==> config.mk <==
export PLATFORM = sky130hd
export DESIGN_NAME = buffer_loader
export DESIGN_NICKNAME = d
export VERILOG_FILES = /design/src/rtl/buffer_loader_pkg.sv /design/src/rtl/buffer_loader.sv
export SDC_FILE = /design/constraint.sdc
export NUM_CORES = 1
export LEC_CHECK = 0
export ABC_AREA = 1
export CELL_PAD_IN_SITES_DETAIL_PLACEMENT = 0
export CELL_PAD_IN_SITES_GLOBAL_PLACEMENT = 1
export CORE_MARGIN = 2
export CORE_UTILIZATION = 35
export CTS_CLUSTER_SIZE = 28
export DETAILED_ROUTE_END_ITERATION = 8
export GPL_TIMING_DRIVEN = 0
export PLACE_DENSITY_LB_ADDON = 0.1
export SYNTH_ARGS = -nofsm -noshare
export SYNTH_HDL_FRONTEND = slang
export SYNTH_SLANG_ARGS = --single-unit
==> constraint.sdc <==
create_clock -name clk -period 2.7 [get_ports clk]
set_input_delay 0.675 -clock clk [delete_from_list [all_inputs] [get_ports clk]]
set_output_delay 0.675 -clock clk [all_outputs]
set_load 0.005 [all_outputs]
==> src/rtl/buffer_loader_pkg.sv <==
// Shared definitions for the byte-to-word buffer loader and the 8x16 buffer it fills.
package buffer_loader_pkg;

  localparam int unsigned BYTE_W  = 8;
  localparam int unsigned DEPTH   = 8;
  localparam int unsigned ADDR_W  = 3;
  localparam int unsigned DATA_W  = 16;
  localparam int unsigned COUNT_W = 4;

  localparam logic [ADDR_W-1:0] LAST_ADDR = ADDR_W'(DEPTH - 1);

  typedef enum logic [1:0] {
    ST_LO   = 2'd0,
    ST_HI   = 2'd1,
    ST_DONE = 2'd2
  } state_t;

endpackage

==> src/rtl/buffer_loader.sv <==
// Packs an upstream byte stream into 16-bit words (low byte first) and writes
// up to eight words per frame into the buffer, holding the frame until acknowledged.
module buffer_loader
  import buffer_loader_pkg::*;
#(
  parameter logic [BYTE_W-1:0] PAD_BYTE = 8'h00
) (
  input  logic               clk,
  input  logic               reset,
  input  logic               in_valid,
  output logic               in_ready,
  input  logic [BYTE_W-1:0]  in_byte,
  input  logic               in_last,
  input  logic               done_ack,
  output logic               write,
  output logic [ADDR_W-1:0]  Addr,
  output logic [DATA_W-1:0]  wData,
  output logic               frame_done,
  output logic [COUNT_W-1:0] word_count
);

  state_t              state, state_d;
  logic [ADDR_W-1:0]   ptr, ptr_d;
  logic [BYTE_W-1:0]   low, low_d;
  logic                write_d;
  logic [ADDR_W-1:0]   addr_d;
  logic [DATA_W-1:0]   wdata_d;
  logic [COUNT_W-1:0]  count_d;
  logic                do_write;
  logic [DATA_W-1:0]   word;

  always_comb begin
    state_d  = state;
    ptr_d    = ptr;
    low_d    = low;
    write_d  = 1'b0;
    addr_d   = Addr;
    wdata_d  = wData;
    count_d  = word_count;
    do_write = 1'b0;
    word     = '0;

    unique case (state)
      ST_LO: begin
        if (in_valid) begin
          if (in_last) begin
            do_write = 1'b1;
            word     = {PAD_BYTE, in_byte};
          end else begin
            low_d   = in_byte;
            state_d = ST_HI;
          end
        end
      end
      ST_HI: begin
        if (in_valid) begin
          do_write = 1'b1;
          word     = {in_byte, low};
        end
      end
      ST_DONE: begin
        if (done_ack) begin
          state_d = ST_LO;
          ptr_d   = '0;
          count_d = '0;
        end
      end
      default: state_d = ST_LO;
    endcase

    // Shared word-commit path for both the padded single byte and the byte pair.
    if (do_write) begin
      write_d = 1'b1;
      addr_d  = ptr;
      wdata_d = word;
      ptr_d   = ptr + 1'b1;
      count_d = word_count + 1'b1;
      state_d = (in_last || ptr == LAST_ADDR) ? ST_DONE : ST_LO;
    end

    in_ready   = (state != ST_DONE);
    frame_done = (state == ST_DONE);
  end

  always_ff @(posedge clk) begin
    if (reset) begin
      state      <= ST_LO;
      ptr        <= '0;
      low        <= '0;
      write      <= 1'b0;
      Addr       <= '0;
      wData      <= '0;
      word_count <= '0;
    end else begin
      state      <= state_d;
      ptr        <= ptr_d;
      low        <= low_d;
      write      <= write_d;
      Addr       <= addr_d;
      wData      <= wdata_d;
      word_count <= count_d;
    end
  end

endmodule

; ---- Word level (Yosys, flattened, before mapping)
; Cells that the tools add are included.
[word_totals]
n_memories = 0
latchBits = 0
regBits = 37
rom_bits = 0
in_bits = 13
output_inout_bits = 26
mem_bits_rw = 0
[classes]
bitwise_logic = 1
eq_ne = 8
add_sub_neg = 2
mux = 21
n_div = 0
n_mul = 0
reduce_logical = 7
n_shift = 0
order_cmp = 0
[ops]
columns = op, n
row1 = $pmux 16 s2, 1
row2 = $mux 16, 1
row3 = $mux 8, 2
row4 = $mux 4, 3
row5 = $mux 2, 5
row6 = $mux 3, 3
row7 = $ne 3x3->1 const B, 2
row8 = $pmux 2 s3, 1
row9 = $add 4x1->4 const B, 1
row10 = $mux 1, 4
row11 = $ne 2x2->1 const B, 2
row12 = $reduce_and 4->1, 1
row13 = $reduce_bool 2->1, 2
row14 = $add 3x1->3 const B, 1
row15 = $eq 3x3->1 const B, 1
row16 = $ne 3x2->1 const B, 1
row17 = $reduce_and 3->1, 1
row18 = $eq 2x1->1 const B, 1
row19 = $eq 2x2->1 const B, 1
row20 = $logic_not 2->1, 1
row21 = $pmux 1 s2, 1
row22 = $reduce_and 2->1, 1
row23 = $logic_or 1x1->1, 1
row24 = $not 1->1, 1

; ---- Depth between registers and ports, before layout
[logic_depth]
ltp_word = 5
ltp_mapped = 7

; ---- Worst setup path before layout
; No wires, ideal clock.
[synth_timing]
path_kind = input to register
start = in in_valid
end = reg ptr[1]
setup_time_ps = 134
t_required_ps = 2566
arrival_ps = 1323
cell_stages = 7
setup_slack_ps = 1243
n_path_buf = 2
path_cell_list = buf_4 > inv_1 > nor2_4 > nand2_4 > buf_6 > nand3_1 > a21oi_1
[synth_between]
elab_chain_cells = 4
elab_cells_between_ends = 7
cone_classes = mux: 4 / reduce/logical: 3
[synth_rtl]
columns = element, line_no
row1 = "start, declared", buffer_loader.sv:10  ; input logic in_valid,
row2 = $mux 1 (on tied branches), "buffer_loader.sv:56, buffer_loader.sv:45"
row3 = $pmux 1 s2 (*), buffer_loader.sv:43  ; unique case (state)
row4 = $reduce_bool 2->1 (no line), --
row5 = $reduce_and 2->1 (no line), --
row6 = "end signal, assigned", buffer_loader.sv:96  ; ptr <= ptr_d;
row7 = "end, declared", buffer_loader.sv:23  ; logic [ADDR_W-1:0] ptr, ptr_d;
; Mark *: on every way between the ends. The rest lies on a longest branch, timed or not.
; A chain may end at the register's enable or synchronous reset.

; ---- Final worst setup path
[layout_timing]
start = reg state[0]
end = out in_ready
[layout_between]
elab_chain_cells = 1
[layout_rtl]
columns = element, line_no
row1 = "start, declared", buffer_loader.sv:22  ; state_t state, state_d;
row2 = "start signal, assigned", buffer_loader.sv:95  ; state <= state_d;
row3 = $ne 2x2->1, buffer_loader.sv:81  ; in_ready = (state != ST_DONE);
row4 = "end, declared", buffer_loader.sv:11  ; output logic in_ready,
; No other way between the ends.

==> summary.md <==
| Metric | Value |
|---|---|
| HP Start | wData[14] |
| Power per standard cell area | 619 mW/mm^2 |
| Fin cells | 315 |
| Total global-route track usage | 17.0% |
| Final Skew | 4.35 ps |
| Max FO, Critical Path | 10 |
| Final ANT Viol Nets | 0 |
| Worst path buffer plus inverter count | 3 |
| Port Buffers | 37 |
| Slew HR | 64.5% |
| Total power draw | 0.00136 W |
| Die Ht | 72.3 microns |
| CP max stage delay | 500 ps |
| Initial antenna violation count | 0 |
| Routed WL | 3940 microns |
| Hold path cells | 2 |
| Critical Path Source Type | register |
| Initial Util | 37.0% |
| Clk pin slew, worst setup/hold paths | 70 ps |
| Delay-heaviest family, CP | buffers and inverters |
| Hold buffers post-CTS | 0 |
| Fill count | 464 |
| Num rows | 24 |
| Period utilization | 78.0% |
| Crit end category | primary output |
| Nets | 278 |
| CTS root buffer | clkbuf_8 |
| Clk sink count | 37 |
| Mapped Avg Cell Area | 7.49 sq um |
| Hold worst-path end | wData[14] |
| Max frequency | 0.475 GHz |
| Yosys warnings | 0 |
| Outcome | complete, no violations |
| Critical-path top delay cell | clkdlybuf4s50_1 |
| Setup TNS | 0 ps |
| Tmin final | 2110 ps |
| RSZ-0062 raised after global routing | no |
| Placed insts | 307 |
| VDD IR max | 384 uV |
| Crit Reg-Reg Endpoint | wData[2] |
| Worst skew pair latency | 290 ps |
| First-pass GRT wire length | 6820 microns |
| Gr ovfl total | 0 |
| Share of cells above drive strength 1 | 11.8% |
| Placement Setup Slack | 587 ps |
| Syn Inst Count | 218 |
| Synth async-reset ratio | 0% |
| Detailed Place HPWL | 2800 microns |
| Setup WS post-layout | 593 ps |
| Post-synth EDFFs | 0 |
| Final Util | 49.9% |
| Max-cap violations | 0 |
| DR vias/cell | 4.75 |
| Resized cells post-CTS | 0 |
| RD Place Congestion | 0.820 |
| Core box area | 0.00441 sq mm |
| Vias post-DR | 1,496 |
| Worst Path Required | 2030 ps |
| Pin count of the biggest net entering global routing | 13 |
| Post-CTS Setup Repair Bufs | 0 |
| DRT iter0 DRCs | 52 |
| Worst slew pin tran | 533 ps |
| Syn-to-layout area delta | 34.9% |
| DRC Markers | 0 |
| Hold Vio Cnt, Final | 0 |
| Ant. Diodes | 0 |
| Net Count, Synth | 234 |
| Setup violations, final | 0 |
| FF+latch count, synth | 37 |
| Reg2reg start | state[1] |
| CTS tree | yes |
| H-tree Lvls | 2 |
| Pleak | 0.890 nW |
| Die ar. | 0.00523 sq mm |
| IO Pins | 39 |
| Mapped Area | 0.00163 sq mm |
| Vias in the first global route | 1,425 |
| Crit path kind | register to primary output |
| Slew Limit Fails | 0 |
| Count of cell types in the netlist | 24 |
| CTS Buf Count | 5 |
| Main synth FF type | dfxtp_1 |
| Die Wd | 72.3 microns |
| Iteration count of the initial detailed-routing pass | 4 |
| Worst path arrival time | 1430 ps |
| HP Class | register to register |
| Drt wl/cell | 12.5 microns |
| Crit path cell chain | buf_6 > clkinv_4 > nand2_2 > clkdlybuf4s50_1 |
| Post-synthesis sequential area ratio | 45.4% |
| R2R depth | 5 |
| Reg2reg setup slack | 1440 ps |
| Clk buf depth | 2 |
-- worst reg2reg max path: cells and delay by family, from the launching register on --
family | cells | cell delay [ps]
flip-flops | 1 | 500
buffers and inverters | 1 | 100
AND/OR/NAND/NOR | 4 | 560
-- registers in the layout (all words and copies together), names as in the netlist --
| signal | count |
|---|---|
| low | 8 |
| write | 1 |
| wData | 16 |
| ptr | 3 |
| word_count | 4 |
| Addr | 3 |
| state | 2 |
-- cells by family after synthesis --
| kind of cell | share of synthesized area (%) |
|---|---|
| and+or+nand+nor | 33.6 |
| AOI/OAI and AO/OA | 11.7 |
| DFF | 45.4 |
| buffers and inverters | 7.05 |
| adders and majority gates | 2.30 |
-- synth_stat cells, types with 3 or more instances --
| library cell | n | share of area (%) |
|---|---|---|
| a21oi_1 | 14 | 4.3 |
| nand2_2 | 4 | 1.5 |
| ha_1 | 3 | 2.3 |
| o21ai_1 | 10 | 3.1 |
| clkbuf_1 | 3 | 0.69 |
| dfxtp_1 | 37 | 45 |
| inv_1 | 8 | 1.8 |
| nand2_1 | 42 | 9.7 |
| nand2_4 | 3 | 2.1 |
| o21ai_0 | 11 | 3.4 |
| nor2_1 | 49 | 11 |
| buf_6 | 4 | 2.8 |
| nand3_1 | 16 | 4.9 |
-- power breakdown --
group | switching [W] | total, W | internal (W)
clock | 0.000202 | 0.000569 | 0.000367
combinational | 0.000105 | 0.000199 | 0.0000933
sequential | 0.0000180 | 0.000594 | 0.000576
total | 0.000326 | 0.00136 | 0.00104
-- final cells by class --
class / instances / area [sq um] / area share, %
flip-flops and latches: 37 / 741 / 33.6
clock buffers: 5 / 68.8 / 3.13
inverters: 11 / 46.3 / 2.10
clock inverters: 3 / 65.1 / 2.95
repair buffers: 37 / 370 / 16.8
multi-input cells: 161 / 777 / 35.3
well taps: 52 / 65.1 / 2.95
plain buffers: 9 / 68.8 / 3.13
-- worst max path at each step --
stage	startpoint	to	slack, ps	cells after the start
after detailed placement	reset	low[7]	590	5
after global routing	state[1]	frame_done	500	3
final	state[0]	in_ready	590	4
after floorplan	in_valid	ptr[1]	1240	7
after CTS	state[0]	in_ready	570	4
after global placement	reset	low[7]	560	5
-- stage by stage --
step | instance area [sq um] | hold WS, ps
4_1_cts | 2200 | 471
5_1_grt | 2200 | 481
2_1_floorplan | 1630 | 449
6_report | 2200 | 464
3_5_place_dp | 2070 | 454
3_3_place_gp | 2070 | 454
-- cells in the final DEF (no fill, tap or decap), drive strengths merged --
cell type,count
a21oi,15
a21boi,1
bufinv,2
ha,3
clkinv,2
or2,1
nand2,49
clkdlybuf4s50,37
nand4,1
nor2,54
clkbuf,8
inv,10
nand3,16
dfxtp,37
o21ai,21
buf,6
-- layer usage --
metal  part of all wire, %  wire (microns)  track usage, %
met5                     0               0               0
met4                   1.7              68            7.34
met3                   4.8             191            4.03
met2                    44            1720            25.8
met1                    50            1970            23.0
Note: power is estimated with default switching activity, not from simulation.
